--- config.mk ---
export PLATFORM = sky130hd
export DESIGN_NAME = fp_op_sequencer
export DESIGN_NICKNAME = d
export VERILOG_FILES = /design/src/rtl/fp_op_sequencer.sv
export SDC_FILE = /design/constraint.sdc
export NUM_CORES = 1
export LEC_CHECK = 0
export ABC_AREA = 1
export ABC_CLOCK_PERIOD_IN_PS = 3500
export CAP_MARGIN = 20
export CORE_MARGIN = 2
export CORE_UTILIZATION = 46
export DETAILED_ROUTE_END_ITERATION = 8
export PLACE_DENSITY_LB_ADDON = 0.3
export SLEW_MARGIN = 20
export SYNTH_ARGS = -nofsm -noshare
export SYNTH_HDL_FRONTEND = slang
export SYNTH_SLANG_ARGS = --single-unit
export TNS_END_PERCENT = 20
--- constraint.sdc ---
create_clock -name clk -period 3.5 [get_ports clk]
set_input_delay 0.7 -clock clk [delete_from_list [all_inputs] [get_ports clk]]
set_output_delay 0.7 -clock clk [all_outputs]
set_load 0.02 [all_outputs]
--- src/rtl/fp_op_sequencer.sv ---
// Issue/writeback sequencer for the FP ALU: one operation in flight, fixed-latency wait,
// then a one-cycle register-file write or a condition-flag update.
module fp_op_sequencer #(
    parameter int LAT = 3
) (
    input  logic        clk,
    input  logic        rst_n,
    input  logic        req_valid,
    output logic        req_ready,
    input  logic [2:0]  req_ctl,
    input  logic        req_mov,
    input  logic [31:0] req_a,
    input  logic [31:0] req_b,
    input  logic [4:0]  req_fd,
    input  logic [4:0]  req_rd,
    input  logic [31:0] req_gpr,
    output logic [2:0]  alu_ctl,
    output logic [31:0] alu_din1,
    output logic [31:0] alu_din2,
    input  logic [31:0] alu_res,
    input  logic        alu_cc,
    output logic        wr_en,
    output logic [4:0]  wr_addr,
    output logic [31:0] wr_data,
    output logic        cc_flag,
    output logic        busy,
    output logic        done
);

    typedef enum logic [1:0] {IDLE, EXEC, WB} state_t;

    state_t      state_q, state_d;
    logic [3:0]  cnt_q, cnt_d;
    logic [2:0]  alu_ctl_q, alu_ctl_d;
    logic [31:0] alu_din1_q, alu_din1_d;
    logic [31:0] alu_din2_q, alu_din2_d;
    logic [4:0]  fd_q, fd_d;
    logic        cmp_q, cmp_d;
    logic        wr_en_q, wr_en_d;
    logic [4:0]  wr_addr_q, wr_addr_d;
    logic [31:0] wr_data_q, wr_data_d;
    logic        cc_pend_q, cc_pend_d;
    logic        cc_flag_q, cc_flag_d;
    logic        done_q, done_d;

    always_ff @(posedge clk or negedge rst_n) begin
        if (!rst_n) begin
            state_q    <= IDLE;
            cnt_q      <= '0;
            alu_ctl_q  <= '0;
            alu_din1_q <= '0;
            alu_din2_q <= '0;
            fd_q       <= '0;
            cmp_q      <= 1'b0;
            wr_en_q    <= 1'b0;
            wr_addr_q  <= '0;
            wr_data_q  <= '0;
            cc_pend_q  <= 1'b0;
            cc_flag_q  <= 1'b0;
            done_q     <= 1'b0;
        end else begin
            state_q    <= state_d;
            cnt_q      <= cnt_d;
            alu_ctl_q  <= alu_ctl_d;
            alu_din1_q <= alu_din1_d;
            alu_din2_q <= alu_din2_d;
            fd_q       <= fd_d;
            cmp_q      <= cmp_d;
            wr_en_q    <= wr_en_d;
            wr_addr_q  <= wr_addr_d;
            wr_data_q  <= wr_data_d;
            cc_pend_q  <= cc_pend_d;
            cc_flag_q  <= cc_flag_d;
            done_q     <= done_d;
        end
    end

    // wr_en and done are registered on entry to WB, so they are high for exactly the WB cycle
    always_comb begin
        state_d    = state_q;
        cnt_d      = cnt_q;
        alu_ctl_d  = alu_ctl_q;
        alu_din1_d = alu_din1_q;
        alu_din2_d = alu_din2_q;
        fd_d       = fd_q;
        cmp_d      = cmp_q;
        wr_en_d    = 1'b0;
        wr_addr_d  = wr_addr_q;
        wr_data_d  = wr_data_q;
        cc_pend_d  = cc_pend_q;
        cc_flag_d  = cc_flag_q;
        done_d     = 1'b0;

        case (state_q)
            IDLE: begin
                if (req_valid) begin
                    alu_ctl_d  = req_ctl;
                    alu_din1_d = req_a;
                    alu_din2_d = req_b;
                    fd_d       = req_fd;
                    cmp_d      = (req_ctl >= 3'd2) && (req_ctl <= 3'd6);
                    if (req_ctl == 3'd7) begin
                        wr_addr_d = req_rd;
                        wr_data_d = req_gpr;
                        wr_en_d   = 1'b1;
                        done_d    = 1'b1;
                        state_d   = WB;
                    end else if (req_ctl == 3'd0 && req_mov) begin
                        wr_addr_d = req_fd;
                        wr_data_d = req_a;
                        wr_en_d   = 1'b1;
                        done_d    = 1'b1;
                        state_d   = WB;
                    end else begin
                        cnt_d   = 4'(LAT - 1);
                        state_d = EXEC;
                    end
                end
            end
            EXEC: begin
                if (cnt_q == 4'd0) begin
                    if (cmp_q) begin
                        cc_pend_d = alu_cc;
                    end else begin
                        wr_data_d = alu_res;
                        wr_addr_d = fd_q;
                        wr_en_d   = 1'b1;
                    end
                    done_d  = 1'b1;
                    state_d = WB;
                end else begin
                    cnt_d = cnt_q - 4'd1;
                end
            end
            WB: begin
                if (cmp_q) begin
                    cc_flag_d = cc_pend_q;
                end
                state_d = IDLE;
            end
            default: state_d = IDLE;
        endcase
    end

    assign req_ready = (state_q == IDLE) && rst_n;
    assign busy      = (state_q != IDLE);
    assign alu_ctl   = alu_ctl_q;
    assign alu_din1  = alu_din1_q;
    assign alu_din2  = alu_din2_q;
    assign wr_en     = wr_en_q;
    assign wr_addr   = wr_addr_q;
    assign wr_data   = wr_data_q;
    assign cc_flag   = cc_flag_q;
    assign done      = done_q;

endmodule

# == After elaboration in Yosys (flattened, before gate mapping) ==
# Index checks and enable logic that the tools add are counted.
# W data, S select, Z words.
# totals
input_bits,146
register_bits,120
elab_cells,70
# op_classes
n_mux,30
magnitude_cmp,2
n_eq_ne,10
n_addsub,1
n_reduce_logical,14
# op_table
operator,count
$mux W32,5
$pmux W32 S2,1
$mux W5,5
$mux W4,4
$ne A2 B2 Y1 const B,6
$pmux W5 S2,1
$reduce_and A5 Y1,2
$mux W2,4
$pmux W4 S2,1
$mux W1,6
$reduce_and A2 Y1,3
$logic_not A4 Y1,1
$pmux W1 S2,2
$pmux W2 S2,1
$reduce_bool A2 Y1,2
$sub A4 B1 Y4 const B,1
$eq A3 B3 Y1 const B,1
$ge A3 B2 Y1 const B,1
$le A3 B3 Y1 const B,1
$logic_and A1 B1 Y1,3
$logic_not A3 Y1,1
$ne A3 B3 Y1 const B,1
$reduce_and A3 Y1,1
$eq A2 B1 Y1 const B,1
2 further kinds,2

# == Longest topological paths before layout ==
# logic_depth
depth_word,6
mapped_depth,10
mapped_depth_nobuf,8

# == Least setup slack after synthesis ==
# No wires, ideal clock.
# synth_path
kind,input to output
startpoint,input port rst_n
endpoint,output port req_ready
required_time_ps,2800
path_slack_ps,1786
cell_stages,2
n_path_buf,0
t_arrival_ps,1014
path_cell_list,inv_1 > nor2_1
# synth_between
elab_chain_len,1
# synth_lines
item,line_no,source
"start, declared",7,"input logic rst_n,"
$logic_and A1 B1 Y1,145,assign req_ready = (state_q == IDLE) && rst_n;
"end, declared",9,"output logic req_ready,"
# Every way passes these cells.

# == Worst setup path after layout ==
# layout_path
startpoint,register state_q[0]
endpoint,output port req_ready
# layout_between
elab_chain_len,2
# layout_lines
item,line_no,source
"start, declared",32,"state_t state_q, state_d;"
"start signal, assigned",62,state_q <= state_d;
$logic_not A2 Y1,145,
$logic_and A1 B1 Y1,145,
# Every way passes these cells.

==> flow_summary.yaml <==
outcome:
  outcome: "finished, final reports clean"
synth:
  yosysWarnings: 0
  synth_area_leaders: "dfrtp_1, nand2_1, nand3_1, inv_1, nand4_1"
  syn_area_um2: 5870
  ys_types: 18
  syn_inst: 784
  async_reset_ff_frac: 1.00
  synth_seq_cells: 120
  synth_area_per_cell_um2: 7.49
  synth_top_area_share: 0.512
  ys.flop_type: "dfrtp_1"
  synth_edf_count: 0
  yosysMostFrequentCell: "nand2_1"
  synth_top_area_cell: "dfrtp_1"
  synth_nets: 932
  ys_top_cells_by_count: "nand2_1, dfrtp_1, nand3_1"
  yosysSeqAreaShare: 0.512
floorplanning:
  fp.dieH_um: 117
  dieArea_um2: 13700
  io_pins: 255
  initial_core_util: 0.469
  fp.coreArea_um2: 12500
  rows: 41
  die_x_um: 117
grt:
  grt_antenna_before_repair: 0
  grt_pass1_wl_um: 28900
  grt_max_degree: 71
  track_usage: 0.275
  overflow: 0
  grt_pass1_vias: 5743
final_layout:
  syn2layout_area_growth_pct: 53.8
  nNetsFinal: 1167
  final_cells: 1202
  drive_above_1_share: 0.0573
  design_area_um2: 9030
  n_antenna_cell: 0
power_and_ir_drop:
  power.sequential.fraction: 0.301
  p_int_uw: 4790
  p_sw_frac: 0.399
  clockPowerShare: 0.210
  comb_power_share: 0.489
  power.static_leakage_uw: 0.00461
  peakVddDrop_uv: 520
  power.net_switching_uw: 3180
  cellPowerDensity_nw_per_um2: 883
placed_design:
  port_buffers: 254
  dp_slack_ps: 1150
  gp_congestion: 0.854
  dp_cells: 1172
  dpl.hpwl_um: 12200
  place_area_um2: 8450
sta:
  drv_slew: 0
  setup_viol: 0
  hold_viol: 0
  worstMarginPinSlew_ps: 885
  timing.final.crit_period_ps: 2400
  clock.fmax_mhz: 416
  slew_headroom: 0.410
  setup_ws_ps: 1100
  timing.hold.ws_ps: 389
  rsz0062_at_grt: "no"
  fin_skew_ps: 7.45
  fin_crit_sh: 0.686
  fin_setup_tns_ps: 0
clock_tree:
  clock_path_buffers: 2
  cts_hold_buf: 0
  htree_num_levels: 4
  clock-root-buffer: "clkbuf_16"
  path_clk_slew_ps: 50
  clock_latency_ps: 410
  postCtsSetupBuffers: 0
  cts_buffers: 17
  clock_sinks: 120
  cts_tree: "built"
  cts.repair.resized: 0
critical_path:
  critPathRequiredTime_ps: 2800
  startpoint_type: "flop"
  setup.worst_path.class: "reg2out"
  worst-path-max-fanout: 3
  arrival_ps: 1700
  cp-end-kind: "primary output"
job:
  cap_violations: 0
drt:
  wl_um: 18200
  viasPerCell: 4.98
  drtAntennaViolNets: 0
  wl_per_cell_um: 15.1
  drt_iter0_drc: 475
  vias: 5990
  drc: 0
  dr.pass1.iters: 5
hold_path:
  worst_hold_path_type: "in2async"
state kept, by name (all words and copies together) (netlist names):
register   cells
alu_din1      32
alu_din2      32
wr_data       32
fd_q           5
wr_addr        5
cnt_q          4
alu_ctl        3
state_q        2
cc_flag        1
cc_pend_q      1
cmp_q          1
done           1
wr_en          1
final timing paths:
path / startpoint / endpoint / slack, ps / depth (start not counted)
setup / recovery: state_q[0]$_DFFE_PN0P_ / req_ready / 1100 / 4
hold / removal: rst_n / alu_din2[28]$_DFFE_PN0P_ / 390 / 2
setup reg to reg: state_q[1]$_DFFE_PN0P_ / cnt_q[1]$_DFFE_PN0P_ / 1550 / 7
hold reg to reg: alu_din2[14]$_DFFE_PN0P_ / alu_din2[14]$_DFFE_PN0P_ / 470 / 2
max in group asynchronous: rst_n / wr_data[8]$_DFFE_PN0P_ / 1780 / 3
min in group clk: alu_din2[14]$_DFFE_PN0P_ / alu_din2[14]$_DFFE_PN0P_ / 470 / 2
power groups by stage:
stage / sequential [uW] / combinational, uW / clock [uW]
2_1_floorplan: 3080 / 1460 / 0
3_3_place_gp: 2400 / 3840 / 0
3_5_place_dp: 2400 / 3920 / 0
4_1_cts: 2400 / 3940 / 1690
5_1_grt: 2470 / 4280 / 1770
6_report: 2400 / 3900 / 1670
stage by stage:
step                      power (uW)  utilization
after floorplan                 4540            -
after CTS                       8030        0.721
after global routing            8520        0.721
after global placement          6240        0.675
final                           7970        0.721
after detailed placement        6320        0.675
logic make-up (layout without fill, tap and decap cells):
| group | after synthesis | count (layout) | synth area share |
|---|---|---|---|
| compound gates | 42 | 42 | 0.0358 |
| simple gates | 482 | 482 | 0.344 |
| xor+xnor | 1 | 1 | 0.00149 |
| fa+ha+maj | 2 | 2 | 0.00426 |
| flops | 120 | 120 | 0.512 |
| buf+inv | 137 | 383 | 0.103 |
worst max-delay path: stages (launching register included):
cell and delay, ps:
dfrtp_1 390, inv_2 90, nand2_1 100, nor2_1 100, clkdlybuf4s50_1 610
placed cells by master (no fill, tap or decap), types with 2 or more instances in the layout:
master | Yosys | layout
nor2_1 | 9 | 9
buf_4 | 3 | 15
nand3_2 | 1 | 2
dfrtp_1 | 120 | 120
clkinvlp_4 | 0 | 3
clkinv_2 | 0 | 3
o21ai_0 | 42 | 42
nand2_2 | 3 | 4
inv_1 | 81 | 81
clkbuf_16 | 0 | 17
nand3_1 | 83 | 81
clkbuf_8 | 0 | 6
nand4_1 | 37 | 37
inv_2 | 4 | 4
ha_1 | 2 | 2
nand2_1 | 348 | 347
buf_2 | 26 | 3
clkdlybuf4s50_1 | 0 | 250
layout make-up:
type                       count  area, um2
timing repair buffer         268       2630
clock inverter                 7       67.6
sequential                   120       3000
inverter                      85        319
tap                          172        215
fill                         996       3490
clock buffer                  23        508
multi-input combinational    527       2280
per-layer routing:
layer / up-vias / track usage / part of all wire
li1: 2919 / - / -
met1: 2732 / 0.363 / 0.41
met2: 309 / 0.436 / 0.47
met3: 30 / 0.0700 / 0.098
met4: 0 / 0.112 / 0.021
met5: - / 0 / 0
Note: power is estimated with default switching activity, not from simulation.
